`src/rtl/spi_lab_pkg.sv`:
```
// Shared command codes, reply constants and controller state encoding for the
// SPI command controller.
package spi_lab_pkg;

    localparam logic [7:0] CMD_FEED0 = 8'h00;
    localparam logic [7:0] CMD_FEED1 = 8'h01;
    localparam logic [7:0] CMD_READ  = 8'hFF;
    localparam logic [7:0] ERR_REPLY = 8'hEE;

    typedef enum logic [1:0] {
        ST_IDLE   = 2'd0,
        ST_DECODE = 2'd1,
        ST_FEED   = 2'd2,
        ST_REPLY  = 2'd3
    } ctrl_state_t;

    function automatic logic [7:0] sat_inc8(input logic [7:0] v);
        return (v == 8'hFF) ? v : v + 8'd1;
    endfunction

endpackage

```
`src/rtl/cmd_fifo.sv`:
```
// Command byte FIFO. DEPTH must be a power of two, so the pointers wrap naturally.
// A push into a full FIFO only lands when a pop frees a slot in the same cycle.
module cmd_fifo #(
    parameter int DEPTH = 4,
    parameter int WIDTH = 8,
    localparam int AW = $clog2(DEPTH)
) (
    input  logic             clk,
    input  logic             rst,
    input  logic             push,
    input  logic             pop,
    input  logic [WIDTH-1:0] wr_data,
    output logic [WIDTH-1:0] rd_data,
    output logic             full,
    output logic             empty,
    output logic [AW:0]      count
);

    localparam logic [AW:0] FULL_CNT = (AW+1)'(DEPTH);

    logic [WIDTH-1:0] mem [DEPTH];
    logic [AW-1:0]    wr_ptr;
    logic [AW-1:0]    rd_ptr;
    logic             do_push;
    logic             do_pop;

    assign full    = (count == FULL_CNT);
    assign empty   = (count == '0);
    assign do_pop  = pop && !empty;
    assign do_push = push && (!full || do_pop);
    assign rd_data = mem[rd_ptr];

    always_ff @(posedge clk or posedge rst) begin
        if (rst) begin
            wr_ptr <= '0;
            rd_ptr <= '0;
            count  <= '0;
        end else begin
            if (do_push) wr_ptr <= wr_ptr + 1'b1;
            if (do_pop)  rd_ptr <= rd_ptr + 1'b1;
            case ({do_push, do_pop})
                2'b10:   count <= count + 1'b1;
                2'b01:   count <= count - 1'b1;
                default: count <= count;
            endcase
        end
    end

    // Storage needs no reset: pointers and count define what is valid.
    always_ff @(posedge clk) begin
        if (do_push) mem[wr_ptr] <= wr_data;
    end

endmodule

```
`src/rtl/spi_cmd_ctrl.sv`:
```
// SPI command controller: queues received bytes, decodes them one at a time and
// either feeds a bit to the controlled state machine or returns a reply byte.
module spi_cmd_ctrl #(
    parameter int         FIFO_DEPTH = 4,
    parameter int         FEED_HOLD  = 4,
    parameter logic [7:0] ERR_REPLY  = spi_lab_pkg::ERR_REPLY
) (
    input  logic                     i_Clk,
    input  logic                     i_Rst,
    input  logic                     i_RX_DV,
    input  logic [7:0]               i_RX_Byte,
    input  logic [7:0]               i_State,
    output logic                     o_TX_DV,
    output logic [7:0]               o_TX_Byte,
    output logic                     o_Feed_Valid,
    output logic                     o_Feed_Bit,
    output logic [7:0]               o_Err_Cnt,
    output logic                     o_Overflow,
    output logic                     o_Busy,
    output spi_lab_pkg::ctrl_state_t dbg_state
);

    import spi_lab_pkg::*;

    localparam int          CNT_W     = $clog2(FIFO_DEPTH) + 1;
    localparam logic [3:0]  HOLD_LAST = 4'(FEED_HOLD - 1);

    ctrl_state_t      state;
    logic [7:0]       cmd;
    logic [3:0]       hold_cnt;
    logic             fifo_pop;
    logic             fifo_full;
    logic             fifo_empty;
    logic [7:0]       fifo_rd_data;
    logic [CNT_W-1:0] fifo_count;
    logic             queue_busy_next;

    assign fifo_pop  = (state == ST_IDLE) && !fifo_empty;
    assign dbg_state = state;
    // Occupancy after this edge when the controller is not popping.
    assign queue_busy_next = (fifo_count != '0) || i_RX_DV;

    cmd_fifo #(
        .DEPTH (FIFO_DEPTH),
        .WIDTH (8)
    ) u_fifo (
        .clk     (i_Clk),
        .rst     (i_Rst),
        .push    (i_RX_DV),
        .pop     (fifo_pop),
        .wr_data (i_RX_Byte),
        .rd_data (fifo_rd_data),
        .full    (fifo_full),
        .empty   (fifo_empty),
        .count   (fifo_count)
    );

    always_ff @(posedge i_Clk or posedge i_Rst) begin
        if (i_Rst) begin
            state        <= ST_IDLE;
            cmd          <= '0;
            hold_cnt     <= '0;
            o_TX_DV      <= 1'b0;
            o_TX_Byte    <= '0;
            o_Feed_Valid <= 1'b0;
            o_Feed_Bit   <= 1'b0;
            o_Err_Cnt    <= '0;
            o_Overflow   <= 1'b0;
            o_Busy       <= 1'b0;
        end else begin
            if (i_RX_DV && fifo_full && !fifo_pop) o_Overflow <= 1'b1;

            case (state)
                ST_IDLE: begin
                    if (!fifo_empty) begin
                        cmd    <= fifo_rd_data;
                        state  <= ST_DECODE;
                        o_Busy <= 1'b1;
                    end else begin
                        o_Busy <= queue_busy_next;
                    end
                end
                ST_DECODE: begin
                    case (cmd)
                        CMD_FEED0, CMD_FEED1: begin
                            state        <= ST_FEED;
                            o_Feed_Valid <= 1'b1;
                            o_Feed_Bit   <= cmd[0];
                            hold_cnt     <= HOLD_LAST;
                        end
                        CMD_READ: begin
                            state     <= ST_REPLY;
                            o_TX_DV   <= 1'b1;
                            o_TX_Byte <= i_State;
                        end
                        default: begin
                            state     <= ST_REPLY;
                            o_TX_DV   <= 1'b1;
                            o_TX_Byte <= ERR_REPLY;
                            o_Err_Cnt <= sat_inc8(o_Err_Cnt);
                        end
                    endcase
                end
                ST_FEED: begin
                    if (hold_cnt == '0) begin
                        o_Feed_Valid <= 1'b0;
                        state        <= ST_IDLE;
                        o_Busy       <= queue_busy_next;
                    end else begin
                        hold_cnt <= hold_cnt - 4'd1;
                    end
                end
                ST_REPLY: begin
                    o_TX_DV <= 1'b0;
                    state   <= ST_IDLE;
                    o_Busy  <= queue_busy_next;
                end
                default: state <= ST_IDLE;
            endcase
        end
    end

endmodule
```
`config.mk`:
```
export PLATFORM = sky130hd
export DESIGN_NAME = spi_cmd_ctrl
export DESIGN_NICKNAME = d
export VERILOG_FILES = /design/src/rtl/spi_lab_pkg.sv /design/src/rtl/cmd_fifo.sv /design/src/rtl/spi_cmd_ctrl.sv
export SDC_FILE = /design/constraint.sdc
export NUM_CORES = 1
export LEC_CHECK = 0
export CAP_MARGIN = 20
export CORE_MARGIN = 2
export CORE_UTILIZATION = 50
export CTS_CLUSTER_DIAMETER = 120
export CTS_CLUSTER_SIZE = 12
export DETAILED_ROUTE_END_ITERATION = 7
export GPL_TIMING_DRIVEN = 0
export MAX_ROUTING_LAYER = met4
export PLACE_DENSITY = 0.73
export SLEW_MARGIN = 20
export SYNTH_ARGS = -nofsm -noshare
export SYNTH_HDL_FRONTEND = slang
export SYNTH_HIERARCHICAL = 1
export SYNTH_SLANG_ARGS = --single-unit
```
`constraint.sdc`:
```
create_clock -name i_Clk -period 3.2 [get_ports i_Clk]
set_input_delay 0.64 -clock i_Clk [delete_from_list [all_inputs] [get_ports i_Clk]]
set_output_delay 0.64 -clock i_Clk [all_outputs]
set_load 0.005 [all_outputs]
```
[Word level (Yosys, flattened, before mapping)]
Memory sizes are Yosys's and may differ from the RTL's. A register that Yosys moved wholly into a read port is not among the register bits.
Index checks and enable logic that the tools add are counted.
Word-level totals
  bits in registers: 34
  bits in latches: 0
  RAM bits: 32
  ROM bits: 0
  bits of input ports: 19
  output and inout bits: 23
  logic and storage cells: 86
  memories kept: 1
Memory list
  u_fifo.mem: depth 4, bits a word 8, read ports 1, clocked after Yosys merged registers in 1, write ports 1, RTL line cmd_fifo.sv:21  | logic [WIDTH-1:0] mem [DEPTH];
Cells by class
  add/subtract/negate cells: 6
  multipliers: 0
  divide/modulo/power cells: 0
  magnitude comparators: 0
  equal/unequal tests: 14
  shift operators: 0
  multiplexer cells: 19
  bitwise gates (word level): 4
  reduce and logical (&&, ||, !) cells: 30
Operators by type and width (count)
  equality test 8 bit, second input constant: 2
  one-hot mux 8 bit (2 select lines): 1
  AND reduction 2 bit: 6
  inequality test 2 bit, second input constant: 5
  AND reduction 3 bit: 3
  adder 8 x 1 -> 8 bit, second input constant: 1
  equality test 8 x 1 -> 1 bit, second input constant: 1
  zero test 8 bit: 1
  two-way mux 1 bit: 8
  two-way mux 4 bit: 2
  one-hot mux 2 bit (4 select lines): 1
  one-hot mux 4 bit (2 select lines): 1
  equality test 2 bit, second input constant: 3
  one-hot mux 3 bit (2 select lines): 1
  nonzero test 2 bit: 3
  nonzero test 3 bit: 2
  logical AND 1 bit: 5
  adder 2 x 1 -> 2 bit, second input constant: 2
  equality test 2 x 1 -> 1 bit, second input constant: 2
  zero test 4 bit: 1
  two-way mux 2 bit: 2
  NOT 1 bit: 4
  one-hot mux 1 bit (2 select lines): 2
  subtractor 4 x 1 -> 4 bit, second input constant: 1
  10 further kinds: 13

[Longest topological paths before layout]
Gate-level depths: netlist of the first run.
  depth in word-level cells: 8
  depth in mapped cells: 12
  depth with buffers taken out: 11

[By module]
The synthesis of the first run kept the hierarchy.
Modules (own cells, without submodules)
  spi_cmd_ctrl: instances 1, cells an instance 140, area each 1640.3 µm², seq. area each 875.8 µm²
  cmd_fifo: instances 1, cells an instance 81, area each 1591.5 µm², seq. area each 1136.1 µm²

[Worst setup path before layout of the first run]
Ideal clock, no wire load.
  path kind: flip-flop to flip-flop
  start point: register state[0], in the netlist dbg_state[0]
  end point: register u_fifo.count[2]
  library setup time: 0.079 ns
  arrival time: 2.351 ns
  data required time: 3.121 ns
  path slack: 0.769 ns
  cell stages (with the launch flop): 12
  buffers on the path: 1
  clock period less this slack: 2.431 ns
  path through: dfrtp_1 inv_1 ha_1 nor2b_1 clkbuf_1 o31a_2 ha_1 inv_1 fa_1 xor2_1 nor2_1 xor2_1
Between the ends
  cells in the longest elaborated chain, start to end: 7
  elaborated cells on any way between the ends: 9
  classes of those cells: eq/ne (2); mux (1); reduce/logical (6)
RTL lines
  start: declaration: RTL line spi_cmd_ctrl.sv:28  | ctrl_state_t state;
  start signal: assignment: RTL line spi_cmd_ctrl.sv:60  | state <= ST_IDLE;
  start signal: assignment: RTL line spi_cmd_ctrl.sv:77  | state <= ST_DECODE;
  start signal: assignment: RTL line spi_cmd_ctrl.sv:86  | state <= ST_FEED;
  zero test 2 bit (*): RTL line spi_cmd_ctrl.sv:38  | assign fifo_pop = (state == ST_IDLE) && !fifo_empty;
  logical AND 1 bit (*): RTL line spi_cmd_ctrl.sv:38
  named net fifo_pop: RTL line spi_cmd_ctrl.sv:31  | logic fifo_pop;
  logical AND 1 bit (*): RTL line cmd_fifo.sv:29  | assign do_pop = pop && !empty;
  named net u_fifo.do_pop: RTL line cmd_fifo.sv:25  | logic do_pop;
  logical OR 1 bit: RTL line cmd_fifo.sv:30  | assign do_push = push && (!full || do_pop);
  logical AND 1 bit: RTL line cmd_fifo.sv:30
  equality test 2 x 1 -> 1 bit / equality test 2 bit (equally long branches): RTL line cmd_fifo.sv:41  | case ({do_push, do_pop})
  one-hot mux 3 bit (2 select lines) / nonzero test 2 bit (equally long branches)
  end signal: assignment: RTL line cmd_fifo.sv:42  | 2'b10: count <= count + 1'b1;
  end signal: assignment: RTL line cmd_fifo.sv:43  | 2'b01: count <= count - 1'b1;
  end signal: assignment: RTL line cmd_fifo.sv:44  | default: count <= count;
  end: declaration: RTL line cmd_fifo.sv:16  | output logic [AW:0] count
Mark *: on every way through the listed nets, which the timed path passes. The rest lies on a longest branch.
A chain may end at the register's enable or synchronous reset.

[Final worst setup path of the first run]
  start point: register u_fifo.count[0]
  end point: register u_fifo.count[2]
Between the ends
  cells in the longest elaborated chain, start to end: 8
  elaborated cells on any way between the ends: 14
  classes of those cells: add/sub (2); eq/ne (3); mux (1); reduce/logical (8)
RTL lines
  zero test 3 bit (*): RTL line cmd_fifo.sv:28  | assign empty = (count == '0);
  named net fifo_empty: RTL line spi_cmd_ctrl.sv:33  | logic fifo_empty;
  zero test 1 bit (*): RTL line spi_cmd_ctrl.sv:38
  logical AND 1 bit (*): RTL line spi_cmd_ctrl.sv:38
  named net fifo_pop: RTL line spi_cmd_ctrl.sv:31
  logical AND 1 bit (*): RTL line cmd_fifo.sv:29
  logical OR 1 bit: RTL line cmd_fifo.sv:30
  logical AND 1 bit: RTL line cmd_fifo.sv:30
  equality test 2 x 1 -> 1 bit / equality test 2 bit (equally long branches): RTL line cmd_fifo.sv:41
  one-hot mux 3 bit (2 select lines) / nonzero test 2 bit (equally long branches)
Marks and branches as above.

==> Implementation_results.wiki, run 1 <==
{| class="wikitable"
! Metric !! Value
|-
| R2R Path End || u_fifo/count[2]
|-
| Worst reg2reg startpoint || u_fifo/count[0]
|-
| Instance count of the mapped netlist || 221
|-
| Root buf cell || clkbuf_8
|-
| Flop pwr share || 42.9%
|-
| Slew headroom || around 52%
|-
| Global-route congestion overflow total || 0
|-
| Mapped Nets || roughly 250
|-
| Die Ht || roughly 84 microns
|-
| Most common library cell in the layout ignoring fill and taps || dfrtp_1
|-
| Number of remaining DRC errors || 0
|-
| Type of the worst setup path || reg -> reg
|-
| Crit path largest cell delay || 460 ps
|-
| Clock-pin slew on the worst setup and hold paths || 80 ps
|-
| Clk buf depth || 2
|-
| CP Launch Type || register
|-
| Peak supply drop || 531 uV
|-
| Dominant cells by area after synthesis || dfrtp_1 (33%), edfxtp_1 (30%), mux4_2 (5.6%)
|-
| Post-DR vias/cell || between 5 and 6
|-
| Cell internal pwr || 0.00231 W
|-
| Final routed wire length divided by cell count || approximately 15 microns
|-
| Post-synthesis register bit count || 74
|-
| Vias in the first global route || 1909
|-
| Number of endpoints failing setup at the final stage || 0
|-
| Cell type of the slowest stage on the worst timing path || nor3_1
|-
| Final hold violations || 0
|-
| Total half-perimeter wirelength after legalization and detailed placement || 3.80 mm
|-
| Achievable Freq || 0.360 GHz
|-
| Area growth syn-to-layout || 22.1%
|-
| Yosys warning count || 6
|-
| Primary flip-flop cell chosen by synthesis mapping || dfrtp_1
|-
| Pre-CTS setup slack || 429 ps
|-
| Worst setup path startpoint || u_fifo/count[0]
|-
| Worst Tran Pin Value || 712 ps
|-
| Final setup margin || 423 ps
|-
| Number of sinks on the clock net || between 70 and 80
|-
| Placed cell count || 339
|-
| Largest net degree at the start of global routing || 36
|-
| Kind of path behind the tightest hold check || reg -> reg
|-
| Worst-case register-to-register setup slack || roughly 420 ps
|-
| Die outline area || 7120 sq um
|-
| ANT nets after route || 0
|-
| Post-CTS setup buffer count || 0
|-
| Total negative slack || 0 ps
|-
| Initial antenna violation count || 0
|-
| Global-route wire length before repair || 9.09 mm
|-
| # IOs || between 40 and 50
|-
| Worst-path fanout max || 11
|-
| Clk Latency, worst-skew pair || 350 ps
|-
| Share of synthesized area occupied by flip-flops and latches || 62.3%
|-
| H-tree lvl count || 3
|-
| Fraction of post-synthesis cell area in the top cell type by area || 32.5%
|-
| Required time of the critical path || 3480 ps
|-
| Minimum clock period || 2780 ps
|-
| Pre-antenna DRT Iters || 4
|-
| Number of slew-limit violations in the final report || 0
|-
| Nature of the critical path endpoint || register
|-
| Post-cts hold buffer count || 0
|-
| Number of nets in the final layout || 306
|-
| Starting Density || 51.2%
|-
| Share of final-layout standard cells stronger than drive strength 1 || between 15 and 20%
|-
| CTS tree || yes
|-
| Placer Congestion || 0.814
|-
| Run status || finished clean
|-
| Routed Wire Length || 5.32 mm
|-
| CP Data Arrival Time || 3050 ps
|-
| Core area || ~6300 sq um
|-
| Overall routing resource usage || 17.2%
|-
| Mean instance size in the synthesized netlist || 14.6 sq um
|-
| Post-Route Skew || 7.25 ps
|-
| DRT iter0 DRCs || 38
|-
| Post-CTS Resized || 0
|-
| Reported max-cap violation count || 0
|-
| Placed inst area || between 3000 and 4000 sq um
|-
| Leakage power figure || 1.55 nW
|-
| RSZ-0062 raised after global routing || no
|-
| Final std cells w/o fill || 355
|-
| Final Instance Area || 3950 sq um
|-
| Ordered list of cells on the worst path || nor3_1 > nor2b_1 > clkbuf_1 > o21a_4 > inv_1 > ha_1 > inv_1 > fa_1 > xor2_1 > nor2_1 > xor2_1
|-
| Total via count in the routed design || around 1900
|-
| Relative contribution of the clock network to total power || 21.8%
|-
| Proportion of register bits with asynchronous set or reset after synthesis || 56.8%
|-
| Commonest non-fill, non-tap cells in the layout || dfrtp_1 (42), clkdlybuf4s50_1 (41), edfxtp_1 (32)
|-
| Number of library cell types mapped by synthesis || 44
|-
| Total power per unit cell area || 872 nW/um^2
|-
| IO buf count || a little over 40
|-
| Net Sw Power || 0.00114 W
|-
| Num rows || 29
|-
| Fraction of the core area covered by cells at the end of the flow || a little over three fifths
|-
| Final cycle utilization of the critical path || 86.8%
|-
| Syn Std Cell Area || 3230 sq um
|-
| Antenna diodes || 0
|-
| Worst r2r path cells || 11
|-
| Switching part of the total || approximately 33%
|-
| Number of buffers added by the clock tree synthesis step || 9
|-
| Post-synth EDFFs || 32
|-
| Part of the total power dissipated in combinational logic || about 35%
|-
| Capturing instance or port of the critical path || u_fifo/count[2]
|-
| Post-synth top area cell || dfrtp_1
|-
| Die Span X || 84.4 microns
|}
[critical path: cells and delay by family, from the launching register on]
kind | cells | cell delay, ps
compound gates | 1 | 330
xor+xnor | 2 | 300
fa+ha+maj | 2 | 550
buf+inv | 3 | 420
flops | 1 | 440
simple gates | 3 | 660
[flip-flops by register name, indices dropped and copies added, names as in the netlist]
| signal | flops |
|---|---|
| cmd | 8 |
| u_fifo/count | 3 |
| o_Feed_Bit | 1 |
| o_Err_Cnt | 8 |
| u_fifo/mem | 32 |
| o_Busy | 1 |
| o_TX_DV | 1 |
| hold_cnt | 4 |
| o_TX_Byte | 8 |
| o_Feed_Valid | 1 |
| o_Overflow | 1 |
| u_fifo/rd_ptr | 2 |
| dbg_state | 2 |
| u_fifo/wr_ptr | 2 |
[metal layers]
metal	track usage (%)	vias up	wire [microns]
li1	-	919	-
met5	-	-	0
met2	27.3	40	2680
met4	9.09	0	104
met3	3.64	7	200
met1	20.7	949	2330
[cell families after synthesis]
group           after synthesis  synth area share, %
compound gates               27                 7.16
mux                          22                 10.5
xor+xnor                     11                 2.98
buf+inv                      20                 2.59
fa+ha+maj                    14                 5.65
flops                        74                 62.3
simple gates                 53                 8.87
[worst min-delay path by stage]
stage / start / end / cells past startpoint
2_1_floorplan: i_Rst / u_fifo/count[0] / 1
3_3_place_gp: o_TX_Byte[4] / o_TX_Byte[4] / 2
3_5_place_dp: o_Overflow / o_Overflow / 1
4_1_cts: o_Overflow / o_Overflow / 1
5_1_grt: o_TX_Byte[4] / o_TX_Byte[4] / 2
6_report: o_Overflow / o_Overflow / 1
[cells in the mapped netlist (2+ instances only)]
cell / number
o22a_1: 6
nor3_1: 5
o21a_1: 2
nor2b_1: 2
inv_1: 14
mux2_2: 11
o21ai_0: 5
nand3_1: 4
o21bai_1: 2
nand4_1: 6
o21ai_2: 2
mux4_2: 8
mux2i_1: 2
xor2_1: 4
and3_1: 2
nor4_1: 2
xnor2_1: 7
edfxtp_1: 32
and4_1: 2
clkbuf_1: 3
nand2_1: 13
nor2_1: 8
dfrtp_1: 42
a21oi_1: 2
and2_2: 4
ha_1: 13
[power by group through the flow]
stage	combinational (W)	clock [W]	sequential [W]
after detailed placement	0.00124	0	0.00150
final	0.00122	0.000750	0.00148
after floorplan	0.000878	0	0.00145
after global placement	0.00120	0	0.00149
after global routing	0.00136	0.000818	0.00152
after CTS	0.00124	0.000775	0.00148
[through the flow]
step / hold slack [ps] / power, W
after floorplan: 443 / 0.00233
after global placement: 458 / 0.00269
after detailed placement: 462 / 0.00274
after CTS: 482 / 0.00350
after global routing: 509 / 0.00370
final: 473 / 0.00344
[cell type report]
type                    count  area, sq um
clock buffers              10          138
well taps                  77         96.3
flip-flops and latches     74         2010
inverters                  14         52.6
repair buffers             41          410
fillers                   513         2370
clock inverters             6         71.3
multi-input cells         127         1140
plain buffers               6         31.3
(Power assumes the default switching activity.)
==> inputs of run 2 (changes only) <==
--- a/config.mk
+++ b/config.mk
@@ -14,6 +14,7 @@
 export GPL_TIMING_DRIVEN = 0
 export MAX_ROUTING_LAYER = met4
 export PLACE_DENSITY = 0.73
+export SETUP_SLACK_MARGIN = 0.05
 export SLEW_MARGIN = 20
 export SYNTH_ARGS = -nofsm -noshare
 export SYNTH_HDL_FRONTEND = slang
==> results of run 2 <==
Final layout, timing and power as in run 1 (identical DEF).
